**config.mk**
```make
export PLATFORM = sky130hd
export DESIGN_NAME = mult_rr_scheduler
export DESIGN_NICKNAME = d
export VERILOG_FILES = /design/src/rtl/mult_rr_scheduler.sv
export SDC_FILE = /design/constraint.sdc
export NUM_CORES = 1
export LEC_CHECK = 0
export ABC_AREA = 1
export CAP_MARGIN = 10
export CORE_MARGIN = 2
export CORE_UTILIZATION = 35
export DETAILED_ROUTE_END_ITERATION = 16
export GPL_ROUTABILITY_DRIVEN = 0
export PLACE_DENSITY_LB_ADDON = 0.2
export SYNTH_ARGS = -nofsm -noshare
export SYNTH_HDL_FRONTEND = slang
export SYNTH_SLANG_ARGS = --single-unit
```
**constraint.sdc**
```tcl
create_clock -name clk -period 7 [get_ports clk]
set_clock_uncertainty 0.2 [all_clocks]
set_input_delay 1.4 -clock clk [delete_from_list [all_inputs] [get_ports clk]]
set_output_delay 1.4 -clock clk [all_outputs]
set_load 0.1 [all_outputs]
```
**src/rtl/mult_rr_scheduler.sv**
```systemverilog
// mult_rr_scheduler
//   Round-robin scheduler sharing one signed 8x8 Baugh-Wooley / Wallace-tree
//   multiplier between NREQ requesters. It has two register stages:
//   S1 holds the granted operands. S2 holds the product and the requester ID.
//   It sustains one product per cycle unless the response side stalls.
//
// Ports
//   clk        single clock, all state updates on the rising edge
//   rst        synchronous active-high reset
//   req_valid  [NREQ]    per-requester operand valid
//   req_a      [8*NREQ]  packed signed operand A (requester i at [8i+7:8i])
//   req_b      [8*NREQ]  packed signed operand B (same packing)
//   req_ready  [NREQ]    one-hot grant (or zero); accept = valid & ready
//   rsp_valid            product valid
//   rsp_ready            downstream accepts the product
//   rsp_prod   [16]      signed product a*b
//   rsp_id     [IDW]     requester that issued the product
//   op_count   [CNTW]    responses accepted downstream, wraps
module mult_rr_scheduler #(
    parameter int NREQ = 4,
    parameter int IDW  = 2,
    parameter int CNTW = 16
) (
    input  logic                clk,
    input  logic                rst,
    input  logic [NREQ-1:0]     req_valid,
    input  logic [8*NREQ-1:0]   req_a,
    input  logic [8*NREQ-1:0]   req_b,
    output logic [NREQ-1:0]     req_ready,
    output logic                rsp_valid,
    input  logic                rsp_ready,
    output logic [15:0]         rsp_prod,
    output logic [IDW-1:0]      rsp_id,
    output logic [CNTW-1:0]     op_count
);

    logic            s1_valid_reg;
    logic [7:0]      s1_a_reg, s1_b_reg;
    logic [IDW-1:0]  s1_id_reg;
    logic [IDW-1:0]  rr_ptr_reg;
    logic            rsp_valid_reg;
    logic [15:0]     rsp_prod_reg;
    logic [IDW-1:0]  rsp_id_reg;
    logic [CNTW-1:0] op_count_reg;

    logic            s2_load, s1_free, rsp_fire, accept;
    logic            grant_found;
    logic [IDW-1:0]  grant_idx;
    logic [IDW-1:0]  rr_ptr_next;
    logic [15:0]     mult_prod;

    assign rsp_fire = rsp_valid_reg & rsp_ready;
    assign s2_load  = s1_valid_reg & (~rsp_valid_reg | rsp_ready);
    assign s1_free  = ~s1_valid_reg | s2_load;

    // First valid requester starting at rr_ptr. The loop runs downward so the
    // lowest offset (highest priority) overwrites the others.
    always_comb begin
        grant_found = 1'b0;
        grant_idx   = '0;
        for (int k = NREQ - 1; k >= 0; k--) begin
            int idx;
            idx = int'(rr_ptr_reg) + k;
            if (idx >= NREQ) idx = idx - NREQ;
            if (req_valid[idx]) begin
                grant_found = 1'b1;
                grant_idx   = IDW'(idx);
            end
        end
    end

    always_comb begin
        req_ready = '0;
        if (grant_found && s1_free && !rst)
            req_ready[grant_idx] = 1'b1;
    end

    assign accept      = |(req_valid & req_ready);
    assign rr_ptr_next = (grant_idx == IDW'(NREQ - 1)) ? '0 : grant_idx + 1'b1;

    // ------------------------------------------------------------------
    // Baugh-Wooley partial products. A bit is inverted when exactly one of
    // its operand bits is a sign bit. The constant 2^8 + 2^15 completes the
    // two's-complement correction modulo 2^16.
    // ------------------------------------------------------------------
    logic [7:0]  pp_bits [8];
    logic [15:0] pp_row  [9];

    for (genvar gi = 0; gi < 8; gi++) begin : g_pp_row
        for (genvar gj = 0; gj < 8; gj++) begin : g_pp_bit
            if ((gi == 7) != (gj == 7)) begin : g_inv
                assign pp_bits[gi][gj] = ~(s1_a_reg[gj] & s1_b_reg[gi]);
            end else begin : g_pos
                assign pp_bits[gi][gj] = s1_a_reg[gj] & s1_b_reg[gi];
            end
        end
        assign pp_row[gi] = 16'(pp_bits[gi]) << gi;
    end
    assign pp_row[8] = 16'h8100;

    // 3:2 carry-save compressor. It returns {carry, sum}. The carry is
    // already shifted into place, and bits above 15 are dropped (mod 2^16).
    function automatic logic [31:0] csa(input logic [15:0] x, input logic [15:0] y,
                                        input logic [15:0] z);
        logic [15:0] s, c;
        s = x ^ y ^ z;
        c = ((x & y) | (x & z) | (y & z)) << 1;
        return {c, s};
    endfunction

    // Wallace reduction of the rows: 9 -> 6 -> 4 -> 3 -> 2, then one adder.
    logic [15:0] l1 [6];
    logic [15:0] l2 [4];
    logic [15:0] l3 [2];
    logic [15:0] l4 [2];

    always_comb begin
        {l1[1], l1[0]} = csa(pp_row[0], pp_row[1], pp_row[2]);
        {l1[3], l1[2]} = csa(pp_row[3], pp_row[4], pp_row[5]);
        {l1[5], l1[4]} = csa(pp_row[6], pp_row[7], pp_row[8]);
        {l2[1], l2[0]} = csa(l1[0], l1[1], l1[2]);
        {l2[3], l2[2]} = csa(l1[3], l1[4], l1[5]);
        {l3[1], l3[0]} = csa(l2[0], l2[1], l2[2]);
        {l4[1], l4[0]} = csa(l3[0], l3[1], l2[3]);
        mult_prod      = l4[0] + l4[1];
    end

    always_ff @(posedge clk) begin
        if (rst) begin
            s1_valid_reg  <= 1'b0;
            s1_a_reg      <= '0;
            s1_b_reg      <= '0;
            s1_id_reg     <= '0;
            rr_ptr_reg    <= '0;
            rsp_valid_reg <= 1'b0;
            rsp_prod_reg  <= '0;
            rsp_id_reg    <= '0;
            op_count_reg  <= '0;
        end else begin
            if (accept) begin
                s1_valid_reg <= 1'b1;
                s1_a_reg     <= req_a[grant_idx*8 +: 8];
                s1_b_reg     <= req_b[grant_idx*8 +: 8];
                s1_id_reg    <= grant_idx;
                rr_ptr_reg   <= rr_ptr_next;
            end else if (s2_load) begin
                s1_valid_reg <= 1'b0;
            end

            if (s2_load) begin
                rsp_valid_reg <= 1'b1;
                rsp_prod_reg  <= mult_prod;
                rsp_id_reg    <= s1_id_reg;
            end else if (rsp_fire) begin
                rsp_valid_reg <= 1'b0;
            end

            if (rsp_fire)
                op_count_reg <= op_count_reg + 1'b1;
        end
    end

    assign rsp_valid = rsp_valid_reg;
    assign rsp_prod  = rsp_prod_reg;
    assign rsp_id    = rsp_id_reg;
    assign op_count  = op_count_reg;

endmodule

```
==> reports/summary.txt, run 1 <==
status: completed
period utilization: 88.7%
Post-synth ARST share: 0%
Slew headroom: 32.9%
top cell type's share of synthesized area: 20.8%
total CTS buffers: 5
PostCTS Resize Cnt: 0
max-slew violations: 0
register area share after synthesis: 20.8%
fraction of layout cells with a size suffix above 1: 4.57%
clock sinks: 56
worst r2r src: s1_a_reg[4]
Yosys reg bits: 56
via count: 4846
pin count of the biggest net entering global routing: 38
Worst-Skew Late Latency: 0.30 ns
max frequency: 0.161 GHz
CP arrival: 4.61 ns
PortBufs: 109
1st-pass router iterations: 4
Avg WL per Cell: 11.5 um
reg2reg setup slack: 2.53 ns
unrepaired setup endpoints after global routing: no
area grow syn2layout: 23.2%
Warnings, synthesis: 0
Core Footprint: 15100 um2
mean post-synth cell area: 6.59 um2
Slowest Stage Delay on Critical Path: 0.58 ns
setup bufs post-CTS: 0
worst-path maximum fanout: 37
clock-pin slew on the worst setup and hold paths: 0.07 ns
Slew @ Worst Pin: 1.00 ns
hold violation count in the final report: 0
setup_tns: 0 ns
EDFF count, synth: 0
Post-Syn Instances: 818
vias in the first global route: 4686
RR Endpoint: rsp_prod[13]
Multi-input gate area: 3390 um2
die width: 128 um
CP max stage cell: nand2_2
die height: 128 um
Initial DRC Count: 262
FF+latch area: 1120 um2
Initial Util: 35.6%
final net count: 1043
final core utilization: 43.9%
WHS Endpoint: rsp_prod[0]
full die area: 16400 um2
H-Tree Depth: 2
final worst slack: 0.794 ns
syn nets: 965
crit-path most repeated cell: nand2_1
HP Class: reg2reg
layout filler cell count: 1561
Netlist Area Pre-Place: 5390 um2
CTS tree: done
CP Capture Type: output pin
GRT Overall Usage: 16.3%
Commonest cells post-synth: 206 x nand2_1, 175 x inv_1, 72 x nor2_1, 61 x nand3_1, 56 x dfxtp_1
Crit Path Category: in2out
first-pass GRT wire length: 22.1 mm
distinct cell type count after synthesis: 33
most common cell in the synthesized netlist: nand2_1
Post-CTS Hold Fix Bufs: 0
R2R depth: 17
HPWL after DPL: 9.93 mm
drt drc: 0
required time of the critical path: 5.40 ns
Setup-failing EPs final: 0
Post-DRT Antenna Nets: 0
Vias/cell: 4.47
Most used DFF post-synth: dfxtp_1
hold path cells: 2
crit start category: input pin
Routed Wire Length: 12.5 mm
worst-path cell chain: clkdlybuf4s50_1 > inv_1 > o21ai_1 > nand2_1 > nand2_1 > nand2_1 > nand3_1 > nand2_2 > inv_2 > ha_1 > inv_1 > nor2_1 > buf_4
Bufs on Longest Clock Path: 2
Synth area leader: dfxtp_1
row cnt: 45
largest cells by area after synthesis: dfxtp_1 21%, fa_1 14%, nand2_1 14%
grt total ovfl: 0
Max-Cap Viols: 0
clock root buffer: clkbuf_16
antenna violations before repair: 0
worst slack, placed: 0.783 ns
I/O pin cnt: 110
crit path time final: 6.21 ns
Antenna Cells: 0
HP Start: rsp_prod[0]
[layout by cell type (no fill, tap or decap), types with 2 or more instances in the layout]
cell type	Yosys	routed
nor2_2	20	20
clkdlybuf4s50_1	0	105
nand2_1	206	206
nand4_1	3	3
nor3_1	8	8
a21oi_1	22	22
clkbuf_16	0	5
xor2_1	6	6
inv_1	175	175
nor2_1	72	72
o211ai_1	2	2
nand3b_1	17	17
buf_4	4	5
nor4_1	2	2
nand2_2	3	3
inv_2	4	4
dfxtp_1	56	56
o21ai_0	34	34
fa_1	39	39
xnor2_1	3	3
nand3_1	61	61
a31oi_1	2	2
ha_1	37	37
[per-layer routing]
metal,track usage (%),share of wire [%],up-vias
li1,-,-,2617
met1,23.1,51,2116
met2,25.9,43,102
met3,2.88,4.6,11
met4,3.62,1.2,0
met5,0,0,-
[critical path, delay by kind of cell]
kind	cells	cell delay, ns
compound gates	1	0.16
fa+ha+maj	1	0.21
buf+inv	5	1.34
simple gates	6	1.49
[per-stage QoR]
| stage | hold slack [ns] | area (um2) | cells |
|---|---|---|---|
| detailed placement | 0.265 | 6500 | 1077 |
| global placement | 0.257 | 6500 | 1077 |
| CTS | 0.275 | 6650 | 1085 |
| finish | 0.271 | 6650 | 1085 |
| floorplan | 0.250 | 5390 | 818 |
| global route | 0.291 | 6650 | 1085 |
[cell type report]
class | count | area share [%]
inverter | 179 | 10.1
sequential | 56 | 16.9
clock buffer | 6 | 1.94
timing repair buffer | 110 | 16.4
clock inverter | 2 | 0.207
tap | 188 | 3.54
multi-input combinational | 544 | 51.0
[worst max path at each step]
| stage | from | endpoint | slack (ns) | cells past startpoint |
|---|---|---|---|---|
| after detailed placement | req_valid[1] | req_ready[2] | 0.78 | 13 |
| after floorplan | req_valid[2] | req_ready[3] | 1.70 | 12 |
| after CTS | req_valid[1] | req_ready[2] | 0.77 | 13 |
| final | req_valid[1] | req_ready[2] | 0.79 | 13 |
| after global routing | req_valid[1] | req_ready[2] | 0.38 | 13 |
| after global placement | req_valid[1] | req_ready[2] | 0.84 | 13 |
[cell families (layout without fill, tap and decap cells)]
family                     count (synthesis)  in the layout  share of synthesized area (%)
and+or+nand+nor                          394            394                           31.9
buffers and inverters                    218            297                           16.4
adders and majority gates                 76             76                           23.1
AOI/OAI and AO/OA                         65             65                           6.40
DFF                                       56             56                           20.8
xor gates and xnor gates                   9              9                           1.46
Power of run 1 is left out: the tool's default activity adds up to more than one toggle a clock period on the data nets, which glitch-free logic cannot reach.
==> run 2: changes to the inputs <==
--- a/config.mk
+++ b/config.mk
@@ -5,10 +5,9 @@
 export SDC_FILE = /design/constraint.sdc
 export NUM_CORES = 1
 export LEC_CHECK = 0
-export ABC_AREA = 1
 export CAP_MARGIN = 10
 export CORE_MARGIN = 2
-export CORE_UTILIZATION = 35
+export CORE_UTILIZATION = 33
 export DETAILED_ROUTE_END_ITERATION = 16
 export GPL_ROUTABILITY_DRIVEN = 0
 export PLACE_DENSITY_LB_ADDON = 0.2
==> run 2 against run 1 <==
Net effect: maximum frequency rose by 19%; clock-buffer cell count did not move; critical path depth fell by 4; utilization fell by 1.1 points; non-clock buffer count rose by 1; via count fell by 19%; sequential share of layout area rose by 1.3 points; hold slack got worse by 0.012 ns; final cell count fell by 26%; global-route usage fell by 1.3 points; critical path type unchanged.
==> reports/summary.txt, run 2 <==
status: completed
clock root buffer: clkbuf_16
HPWL after DPL: 8.79 mm (-11%)
Antenna Cells: 0 (unchanged)
Max-Cap Viols: 0 (unchanged)
hold violation count in the final report: 0 (unchanged)
syn nets: 680 (-30%)
most common cell in the synthesized netlist: nand2_1
CP Capture Type: output pin
PortBufs: 109 (unchanged)
drt drc: 0 (unchanged)
CTS tree: done
Post-synth ARST share: 0% (unchanged)
Most used DFF post-synth: dfxtp_1
Core Footprint: 14400 um2 (-4.8%)
1st-pass router iterations: 4 (unchanged)
Slew @ Worst Pin: 0.971 ns (-0.0324 ns)
RR Endpoint: rsp_prod[14]
crit path time final: 5.23 ns (-0.975 ns)
PostCTS Resize Cnt: 0 (unchanged)
total CTS buffers: 5 (unchanged)
vias in the first global route: 4117 (-12%)
WHS Endpoint: rsp_prod[10]
period utilization: 74.7% (-14 points)
Synth area leader: dfxtp_1
distinct cell type count after synthesis: 50 (+52%)
die height: 125 um (-2.2%)
clock sinks: 56 (unchanged)
row cnt: 44 (-2.2%)
Bufs on Longest Clock Path: 2 (unchanged)
required time of the critical path: 5.40 ns (about the same)
FF+latch area: 1120 um2 (unchanged)
met3 Usage GRT: 2.27% (-0.61 points)
Multi-input gate area: 3340 um2 (-1.3%)
Post-Syn Instances: 533 (-35%)
Post-CTS Hold Fix Bufs: 0 (unchanged)
fraction of layout cells with a size suffix above 1: 5.46% (+0.89 points)
clock-pin slew on the worst setup and hold paths: 0.07 ns (about the same)
register area share after synthesis: 23.1% (+2.3 points)
Avg WL per Cell: 14.0 um (+21%)
Initial Util: 33.6% (-2.0 points)
crit start category: input pin
HP Start: rsp_prod[10]
I/O pin cnt: 110 (unchanged)
Setup-failing EPs final: 0 (unchanged)
most frequent cells in the layout: 104 x clkdlybuf4s50_1, 70 x nand2_1, 56 x dfxtp_1
full die area: 15700 um2 (-4.4%)
Warnings, synthesis: 0 (unchanged)
Initial DRC Count: 214 (-18%)
area grow syn2layout: 27.0%
largest cells by area after synthesis: dfxtp_1 23%, fa_1 16%, ha_1 9.5%
GRT Overall Usage: 15.0% (-1.3 points)
Post-DRT Antenna Nets: 0 (unchanged)
Worst-Skew Late Latency: 0.29 ns (about the same)
final core utilization: 42.7% (-1.1 points)
Routed Wire Length: 11.3 mm (-9.9%)
max-slew violations: 0 (unchanged)
Pwr Total: 1.39 mW
hold path cells: 2 (unchanged)
Crit Path Category: in2out
grt total ovfl: 0 (unchanged)
Slew headroom: 35.0% (+2.2 points)
final net count: 769 (-26%)
EDFF count, synth: 0 (unchanged)
layer with the highest usage: met2
met1 Track Usage GR: 18.4% (-4.7 points)
first-pass GRT wire length: 19.7 mm (-11%)
Vias/cell: 4.85 (+8.5%)
met2 Use GR: 27.8% (+1.9 points)
worst-path maximum fanout: 37 (unchanged)
pin count of the biggest net entering global routing: 61 (+61%)
HP Class: reg2reg
Commonest cells post-synth: 70 x nand2_1, 56 x dfxtp_1, 54 x inv_1, 42 x and2_1, 39 x fa_1
worst r2r src: s1_a_reg[6]
via count: 3912 (-19%)
Static Leak: 2.62 nW
layout filler cell count: 1432 (-8.3%)
H-Tree Depth: 2 (unchanged)
setup bufs post-CTS: 0 (unchanged)
die width: 125 um (-2.2%)
setup_tns: 0 ns (unchanged)
worst ir drop on vdd: 0.110 mV
Netlist Area Pre-Place: 4850 um2 (-10%)
R2R depth: 12 (-5)
reg2reg setup slack: 2.39 ns (-0.14 ns)
max frequency: 0.191 GHz (+19%)
antenna violations before repair: 0 (unchanged)
Yosys reg bits: 56 (unchanged)
CP arrival: 3.63 ns (-0.98 ns)
power per cell area: 226 nW/um2
mean post-synth cell area: 9.11 um2 (+38%)
most common cell after layout, fill and taps aside: clkdlybuf4s50_1
unrepaired setup endpoints after global routing: no
top cell type's share of synthesized area: 23.1% (+2.3 points)
-- run 2: worst max path at each step --
stage / from / end / slack [ns]
3_3_place_gp: req_valid[2] / req_ready[3] / 1.85
4_1_cts: req_valid[2] / req_ready[3] / 1.77
2_1_floorplan: req_valid[2] / req_ready[3] / 2.12
5_1_grt: req_valid[2] / req_ready[3] / 1.59
6_report: req_valid[2] / req_ready[3] / 1.77
3_5_place_dp: req_valid[2] / req_ready[3] / 1.77
-- run 2: stage by stage --
step / setup WS, ns / cells / hold WS (ns) / cell area [um2]
floorplan: 2.12 / 533 / 0.232 / 4850
global placement: 1.85 / 799 / 0.246 / 5990
detailed placement: 1.77 / 799 / 0.252 / 5990
CTS: 1.77 / 807 / 0.263 / 6160
global route: 1.59 / 807 / 0.284 / 6160
finish: 1.77 / 807 / 0.259 / 6160
-- run 2: worst max-delay path: stages --
cell             delay, ns
clkdlybuf4s50_1       0.53
nor2b_1               0.24
a21o_1                0.11
a211o_2               0.12
buf_4                 0.45
inv_1                 0.13
ha_1                  0.27
and2_1                0.15
buf_4                 0.23
-- run 2: cells by family (layout without fill, tap and decap cells) --
group	count (synthesis)	in the layout	share of synthesized area (%)
XOR/XNOR	19	19	3.43
flip-flops	56	56	23.1
multiplexers	32	32	6.60
AO/OA/AOI/OAI	79	79	13.0
adder cells (fa/ha/maj)	76	76	25.6
AND/OR/NAND/NOR	188	188	20.2
buffers and inverters	83	173	8.07
-- run 2: power breakdown --
group,total (mW),leakage (nW),switching [mW],internal [mW]
Combinational,0.692,2.08,0.400,0.292
Clock,0.298,0.0871,0.118,0.179
Sequential,0.402,0.454,0.0525,0.349
Total,1.39,2.62,0.571,0.821
-- run 2: cell type report --
type / count / area share, %
clock buffers: 6 / 2.25
clock inverters: 2 / 0.629
inverters: 54 / 3.29
multi-input cells: 394 / 54.2
flip-flops and latches: 56 / 18.2
well taps: 184 / 3.73
repair buffers: 111 / 17.7
-- run 2: metal layers --
layer	share of wire [%]	vias to the layer above	wire [um]
met5	0	-	0
met4	0.75	0	84
met3	2.4	5	267
met2	53	48	5980
met1	44	1901	4940
li1	-	1958	-
No activity file was read; power rests on OpenSTA's default activity.
